===== config.mk =====
export PLATFORM = sky130hd
export DESIGN_NAME = arb_mux
export DESIGN_NICKNAME = d
export VERILOG_FILES = /design/src/rtl/arb_pkg.sv /design/src/rtl/rr_arbiter.sv /design/src/rtl/arb_mux.sv
export SDC_FILE = /design/constraint.sdc
export NUM_CORES = 1
export LEC_CHECK = 0
export BUFFER_PORTS_ARGS = -buffer_cell sky130_fd_sc_hd__buf_4
export CAP_MARGIN = 40
export CORE_MARGIN = 8
export CORE_UTILIZATION = 30
export CTS_BUF_LIST = sky130_fd_sc_hd__clkbuf_4 sky130_fd_sc_hd__clkbuf_8 sky130_fd_sc_hd__clkbuf_16
export DETAILED_ROUTE_END_ITERATION = 6
export GPL_ROUTABILITY_DRIVEN = 0
export PLACE_DENSITY_LB_ADDON = 0.1
export SETUP_SLACK_MARGIN = 0.5
export SLEW_MARGIN = 10
export SYNTH_ARGS = -nofsm -noshare
export SYNTH_HDL_FRONTEND = slang
export SYNTH_SLANG_ARGS = --single-unit
export TNS_END_PERCENT = 1

===== constraint.sdc =====
create_clock -name clk -period 4.6 [get_ports clk]
set_input_delay 0.46 -clock clk [delete_from_list [all_inputs] [get_ports clk]]
set_output_delay 0.46 -clock clk [all_outputs]
set_load 0.01 [all_outputs]

===== src/rtl/arb_pkg.sv =====
// arb_pkg: shared arbitration mode constants and index-width helper
package arb_pkg;
  localparam logic ARB_FIXED = 1'b0;
  localparam logic ARB_RR = 1'b1;
  function automatic int clog2_min1(input int n);
    return (n <= 1) ? 1 : $clog2(n);
  endfunction
endpackage


===== src/rtl/rr_arbiter.sv =====
// rr_arbiter: combinational fixed-priority / round-robin grant via double-width masked search
module rr_arbiter import arb_pkg::*; #(
  parameter int N_IN = 4,
  parameter int SEL_W = clog2_min1(N_IN)
) (
  input  logic [N_IN-1:0]  req,
  input  logic [SEL_W-1:0] ptr,
  input  logic             mode,
  output logic [N_IN-1:0]  grant,
  output logic [SEL_W-1:0] grant_idx
);
  logic [2*N_IN-1:0] req2;
  logic found;
  int start;
  assign req2 = {req, req};
  assign start = (mode == ARB_RR) ? int'(ptr) : 0;
  always_comb begin
    grant = '0;
    grant_idx = '0;
    found = 1'b0;
    for (int j = 0; j < 2 * N_IN; j++)
      if (!found && j >= start && j < start + N_IN && req2[j]) begin
        found = 1'b1;
        grant_idx = SEL_W'(j % N_IN);
      end
    grant[grant_idx] = found;
  end
endmodule


===== src/rtl/arb_mux.sv =====
// arb_mux: N-input arbitrating mux with registered valid/ready output
module arb_mux import arb_pkg::*; #(
  parameter int WIDTH = 32,
  parameter int N_IN = 4,
  parameter int SEL_W = clog2_min1(N_IN)
) (
  input  logic                  clk,
  input  logic                  rst_n,
  input  logic                  arb_mode,
  input  logic                  flush,
  input  logic [N_IN*WIDTH-1:0] in_data,
  input  logic [N_IN-1:0]       in_valid,
  output logic [N_IN-1:0]       in_ready,
  output logic [WIDTH-1:0]      out_data,
  output logic [SEL_W-1:0]      out_sel,
  output logic                  out_valid,
  input  logic                  out_ready
);
  logic [SEL_W-1:0] ptr;
  logic [N_IN-1:0] grant;
  logic [SEL_W-1:0] grant_idx;
  logic load_en;
  logic xfer;
  rr_arbiter #(.N_IN(N_IN), .SEL_W(SEL_W)) u_arb (
    .req(in_valid),
    .ptr(ptr),
    .mode(arb_mode),
    .grant(grant),
    .grant_idx(grant_idx)
  );
  assign load_en = rst_n && (!out_valid || out_ready) && !flush;
  assign in_ready = load_en ? grant : '0;
  assign xfer = |in_ready;
  always_ff @(posedge clk) begin
    if (!rst_n) begin
      out_valid <= 1'b0;
      out_data <= '0;
      out_sel <= '0;
      ptr <= '0;
    end else if (flush) begin
      out_valid <= 1'b0;
    end else if (load_en) begin
      out_valid <= xfer;
      if (xfer) begin
        out_data <= in_data[grant_idx*WIDTH +: WIDTH];
        out_sel <= grant_idx;
        if (arb_mode == ARB_RR)
          ptr <= (grant_idx == SEL_W'(N_IN - 1)) ? '0 : grant_idx + 1'b1;
      end
    end
  end
endmodule

==> impl_results.md, run 1 <==
* Clock buffer depth at 2
* Die height at approximately 100 microns
* Post-Route WL at 7.94 mm
* Final Hold Viols at 0
* Final std cells w/o fill at 493
* Cell variety after synth at 27
* Design Power at just under 900 uW
* Worst path bufs/invs at 1
* Post-synth top area cell: dfxtp_1
* Drt initial violations at between 60 and 70
* Initial antenna violation count at 0
* Clock root cell: clkbuf_8
* Crit path max fanout at 17
* Vias at 2348
* Top cells by area, synth: dfxtp_1, mux2i_1, o221ai_1
* Placed Instances at 486
* Antenna cells at 0
* Clk_skew at 0.00477 ns
* Maximum operating frequency at approximately 320 MHz
* Final net count at 535
* Finished Cell Area at 3680 sq um
* Largest net degree at the start of global routing at 36
* WS Path Type: register to register
* Commonest non-fill, non-tap cell in the layout: buf_4
* Setup repair bufs after CTS at 0
* Max-cap viol count at 0
* CTS Sinks at 37
* # H-tree levels at 2
* Worst hold path type: primary input to register
* Row count at 31
* Worst slack at placement at 1.36 ns
* Clk pin slew, worst setup/hold paths at 0.07 ns
* Drc violations at 0
* DRT Pass-1 Iters at 4
* TritonCTS clock tree: yes
* Starting density of the core at a little under a third
* Grt ovf at 0
* Synth Cell Area at 2170 sq um
* Vias per cell at about 4.8
* Die area at 10200 sq um
* Ports at 176
* Min Hold Slack at 0.435 ns
* Post-Syn Instances at around 220
* Crit path top cell by count: nand2_1
* Endpoint class of the critical path: register
* Resized Gates After CTS at 0
* CTS buffer count at 5
* Status: finished clean
* Startpoint types: register
* Worst slew margin at 54.0%
* Core area at approximately 7100 sq um
* Final Core Density at 51.6%
* Vias in the first global route at 2459
* CP top delay family: simple AND/OR/NAND/NOR gates
* RSZ-0062 raised after global routing: no
* Antenna Nets Post-Route at 0
* VDD IR max at 0.134 mV
* First-pass GRT wire length at 12.1 mm
* Ys Warns at 0
* Slowest CP cell: nand2_1
* Clock Latency Late Sink at 0.28 ns
* Die X at slightly above 100 microns
* Final Max Slew Viols at 0
* Layout cells sized above 1 at 48.5%
* GRT Util Overall at between 10% and 20%
* Worst path cell trace: nand2_1, mux2i_1, a221o_1, ha_1, nor4_1, nor4_4, nand2_1, buf_4, o221ai_1
* Leak at 1.70 nW
* Fin crit share at 67.3%
* P&R area growth vs syn at 69.8%
* Fillcell total at 709
* Mapped Avg Cell Area at slightly below 10 sq um
* Final setup fails at 0
* Syn_nets at 364
* Detailed Place HPWL at about 6.5 mm
* Min Tclk post-route at between 3 and 4 ns
* Yosys top cell area share at 34.2%
* Sequential area share after synthesis at approximately 34%
* Worst slew pin tran at 0.689 ns
* DP Area at 3590 sq um
* Synth Register Bits at 37
* CP peak stage delay at 0.51 ns
* Final worst slack at 1.50 ns
* Worst endpoint data arrival time at 3.23 ns
* WP data required at between 4 and 5 ns
* Pwr dens at 241 nW/um^2
* Avg WL per Cell at 16.1 microns
* Post-cts hold buffer count at 0
* Multi-input gate area at 1340 sq um
* IO buf count at 175
* Most frequent cells in the layout: buf_4, mux2i_1, dfxtp_1
* Final TNS setup at 0 ns
* Sequential Area at around 740 sq um
metal layers:
layer,vias up,track usage (%),wire length (microns)
met1,1076,16.0,3120
met5,-,0,0
met4,0,3.09,45
met3,5,5.73,752
met2,84,26.7,4020
li1,1183,-,-
where the power goes:
part	internal, mW	switching (mW)	total, mW
Clock	0.125	0.108	0.233
Combinational	0.168	0.117	0.285
Sequential	0.352	0.0160	0.368
Total	0.645	0.241	0.886
cell families (layout without fill, tap and decap cells):
group / count (synthesis) / after routing / share of synthesized area (%)
buffers and inverters: 19 / 190 / 4.62
muxes: 67 / 67 / 30.9
adders and majority gates: 4 / 4 / 2.31
DFF: 37 / 37 / 34.2
and+or+nand+nor: 56 / 56 / 12.3
AOI/OAI and AO/OA: 40 / 40 / 15.6
worst reg2reg max path: cells and delay by family, from the launching register on:
| family | cells | cell delay, ns |
|---|---|---|
| and+or+nand+nor | 4 | 1.21 |
| AOI/OAI and AO/OA | 2 | 0.59 |
| DFF | 1 | 0.42 |
| muxes | 1 | 0.12 |
| adders and majority gates | 1 | 0.24 |
| buffers and inverters | 1 | 0.36 |
synthesized netlist by cell type, drive strengths merged:
cell type  number
a21boi          2
inv             3
o221ai         33
ha              4
mux2i          67
nand2b          2
a221o           1
nor2b           3
nor3            1
nand2          36
buf            13
and2            4
o21ai           1
a21oi           1
nor4            3
nand3b          1
clkbuf          3
a211oi          1
o31ai           1
dfxtp          37
nor2            6
path summary, 6_finish.rpt:
check,from,to,slack [ns],depth (start not counted)
max,ptr[1]$_SDFFE_PN0P_,out_data[22]$_SDFFE_PN0P_,1.50,9
min reg2reg,out_data[4]$_SDFFE_PN0P_,out_data[4]$_SDFFE_PN0P_,0.47,2
max reg2reg,ptr[1]$_SDFFE_PN0P_,out_data[22]$_SDFFE_PN0P_,1.50,9
min,rst_n,ptr[1]$_SDFFE_PN0P_,0.44,2
flip-flops by register name, summed over array words and instances (netlist names):
name	count
out_valid	1
out_data	32
out_sel	2
ptr	2
final cells by class:
cell class	instances	share of cell area, %
Timing Repair Buffer	180	37.3
Multi-Input combinational cell	167	36.5
Sequential cell	37	20.1
Tap cell	99	3.37
Clock buffer	7	2.45
Inverter	3	0.306
No activity file was read; power rests on OpenSTA's default activity.
==> run 2: changes to the inputs <==
- ABC_AREA: unset -> 1
- clock period: 4.6 -> 2.7 ns (I/O delays scaled with it)
==> run 2 against run 1 <==
Compared with the run above: combinational power rose to 3.2 times the previous value; clock skew up 0.0045 ns; register-to-register slack worse by 1.0 ns; sequential cell count unchanged; critical path type unchanged; hold slack worse by 0.18 ns; highest routed layer unchanged.
==> impl_results.md, run 2 <==
* GRT Util Overall at 15.6%
* Mux contribution to synthesized area at 0%
* Main combinational cell family by area after synthesis: simple AND/OR/NAND/NOR gates
* Vias in the first global route at 4119
* Top cells by area, synth: nand2_1, dfxtp_1, nand3_1
* Fillcell total at 1199
* Layout cells sized above 1 at 30.8%
* Min Tclk post-route at 2.20 ns
* Leak at about 3.3 nW
* Die height at 123 microns
* Worst path bufs/invs at 5
* CP peak stage delay at 0.37 ns
* Antenna Nets Post-Route at 0
* Crit path max fanout at 14
* IO buf count at approximately 180
* Startpoint types: register
* Crit path top cell by count: nand2_1
* Multi-input gate area at 2050 sq um
* Antenna cells at 0
* Adder-Cell Fraction of Synth Area at 1.47%
* Final TNS setup at 0 ns
* Final Hold Viols at 0
* # H-tree levels at 2
* Syn_nets at 771
* Clk pin slew, worst setup/hold paths at 0.06 ns
* Grt ovf at 0
* Sequential area share after synthesis at between 20 and 25%
* Worst slew margin at a little over half
* Cell variety after synth at 22
* RSZ-0062 raised after global routing: yes
* Async set-or-reset flop fraction in the synthesized netlist at 0%
* CTS buffer count at 5
* Status: finished clean
* Post-Syn Instances at 630
* Design Power at ~2.1 mW
* Drt initial violations at 198
* Clock Latency Late Sink at 0.28 ns
* Yosys top cell area share at between 20% and 30%
* Fin crit share at 81.4%
* Worst path cell trace: nand2_1, nand3_2, nand2_1, or2_1, nand2_2, buf_4, ha_1, inv_2, nor2_4, o21ai_4, buf_12, nand2_8, clkbuf_16, nand3_1, nand2_1, inv_1
* Post-Synth Simple-Gate Area at between 50% and 60%
* Starting density of the core at 30.3%
* P&R area growth vs syn at 57.8%
* Sequential Area at around 750 sq um
* Final Core Density at 47.8%
* TritonCTS clock tree: yes
* Clock buffer depth at 2
* Min Hold Slack at approximately 0.25 ns
* Synth Cell Area at 3420 sq um
* Slowest CP cell: dfxtp_4
* Post-synth top area cell: nand2_1
* Worst hold path type: primary input to register
* Number of synthesized flops with an enable pin at 0
* Maximum operating frequency at 455 MHz
* WS Path Type: register to register
* Final net count at 944
* Core area at 11300 sq um
* CTS Sinks at 37
* Final setup fails at 0
* Row count at 39
* Avg WL per Cell at 13.9 microns
* Ports at 176
* Largest register FFs at 32
* Mapped Avg Cell Area at 5.42 sq um
* Main flop type after synthesis: dfxtp_1
* DRT Pass-1 Iters at 5
* Largest net degree at the start of global routing at 65
* Worst endpoint data arrival time at 2.37 ns
* WP data required at between 2 and 3 ns
* Biggest regs: out_data (32), out_sel (2), ptr (2)
* Initial antenna violation count at 0
* Endpoint class of the critical path: register
* Die X at approximately 120 microns
* Ys Warns at 0
* CP top delay family: simple AND/OR/NAND/NOR gates
* Drc violations at 0
* Die area at ~15000 sq um
* VDD IR max at roughly 0.24 mV
* Vias at about 4200
* Largest Register: out_data
* Clk_skew at 0.00926 ns
* Final Max Slew Viols at 0
* Max-cap viol count at 0
* Clock root cell: clkbuf_16
* Vias per cell at 4.48
* Most frequent cells in the layout: nand2_1, buf_4, inv_1
* Pwr dens at just under 400 nW/um^2
* Post-Route WL at roughly 13 mm
* Synth Register Bits at 37
* Compound-gate portion of the synthesized area at approximately 1.6%
* Detailed Place HPWL at about 9.2 mm
* Post-synthesis xor/xnor area fraction at 0%
* First-pass GRT wire length at a little under 20 mm
* Worst slew pin tran at roughly 0.68 ns
* Post-synth top cells: nand2_1, inv_1, nand3_1
* Most frequent cell after synthesis: nand2_1
* Commonest non-fill, non-tap cell in the layout: nand2_1
==> run 2: cell count changes after synthesis, moves of 3 or more <==
cell / delta
nand2_1: +174
inv_1: +142
nand3_1: +132
mux2i_1: -67
o221ai_1: -33
nand3b_1: +31
buf_2: +23
nor2_1: +6
and2_1: -4
nand2_2: +3
nor2b_1: -3
==> run 2: worst reg2reg max path: stages (launching register included) <==
cell and delay, ns:
dfxtp_4 0.37, nand2_1 0.08, nand3_2 0.09, nand2_1 0.06, or2_1 0.22, nand2_2 0.12, buf_4 0.12, ha_1 0.15
inv_2 0.05, nor2_4 0.12, o21ai_4 0.07, buf_12 0.15, nand2_8 0.10, clkbuf_16 0.18, nand3_1 0.10, nand2_1 0.07
inv_1 0.03
==> run 2: worst paths after layout <==
| path | from | cells past startpoint | slack [ns] | to |
|---|---|---|---|---|
| max | ptr[0]$_SDFFE_PN0P_ | 16 | 0.50 | out_data[12]$_SDFFE_PN0P_ |
| min | flush | 4 | 0.25 | out_valid$_SDFFE_PP0P_ |
| max reg2reg | ptr[0]$_SDFFE_PN0P_ | 16 | 0.50 | out_data[12]$_SDFFE_PN0P_ |
| min reg2reg | out_sel[0]$_SDFFE_PN0P_ | 2 | 0.51 | out_sel[0]$_SDFFE_PN0P_ |
==> run 2: repair_timing <==
item                       in CTS  in global routing
hold endpoints to repair        0                  0
setup buffers                   0                 13
setup endpoints to repair      36                 41
pin swaps                       0                 12
hold buffers                    0                  0
cloned                          0                  6
resized for setup               4                 38
==> run 2: where the power goes <==
| part | total [mW] | internal [mW] | switching [mW] |
|---|---|---|---|
| Combinational | 0.900 | 0.450 | 0.450 |
| Clock | 0.590 | 0.374 | 0.217 |
| Sequential | 0.640 | 0.607 | 0.0334 |
| Total | 2.13 | 1.43 | 0.700 |
==> run 2: stage by stage <==
step | cell area (sq um) | std cells | worst slack (ns)
floorplan | 3440 | 630 | 0.505
global placement | 4840 | 920 | 0.433
detailed placement | 4840 | 920 | 0.365
CTS | 5000 | 928 | 0.467
global route | 5390 | 947 | 0.379
finish | 5390 | 947 | 0.503
==> run 2: cell type report <==
type                    count  area share [%]
flip-flops and latches     37            13.9
inverters                 146            10.2
clock buffers               8            2.74
repair buffers            207            31.9
multi-input cells         406            38.0
well taps                 143            3.32
==> run 2: metal layers <==
metal / vias up / track usage, % / wire length (microns)
met2: 127 / 27.2 / 6320
li1: 2242 / - / -
met4: 0 / 2.51 / 36
met1: 1872 / 19.0 / 5740
met5: - / 0 / 0
met3: 2 / 4.19 / 1070
==> run 2: cells by family (layout without fill, tap and decap cells) <==
family,count (synthesis),count (layout)
AO/OA/AOI/OAI,8,8
adder cells (fa/ha/maj),4,4
buffers and inverters,187,361
flip-flops,37,37
AND/OR/NAND/NOR,394,394
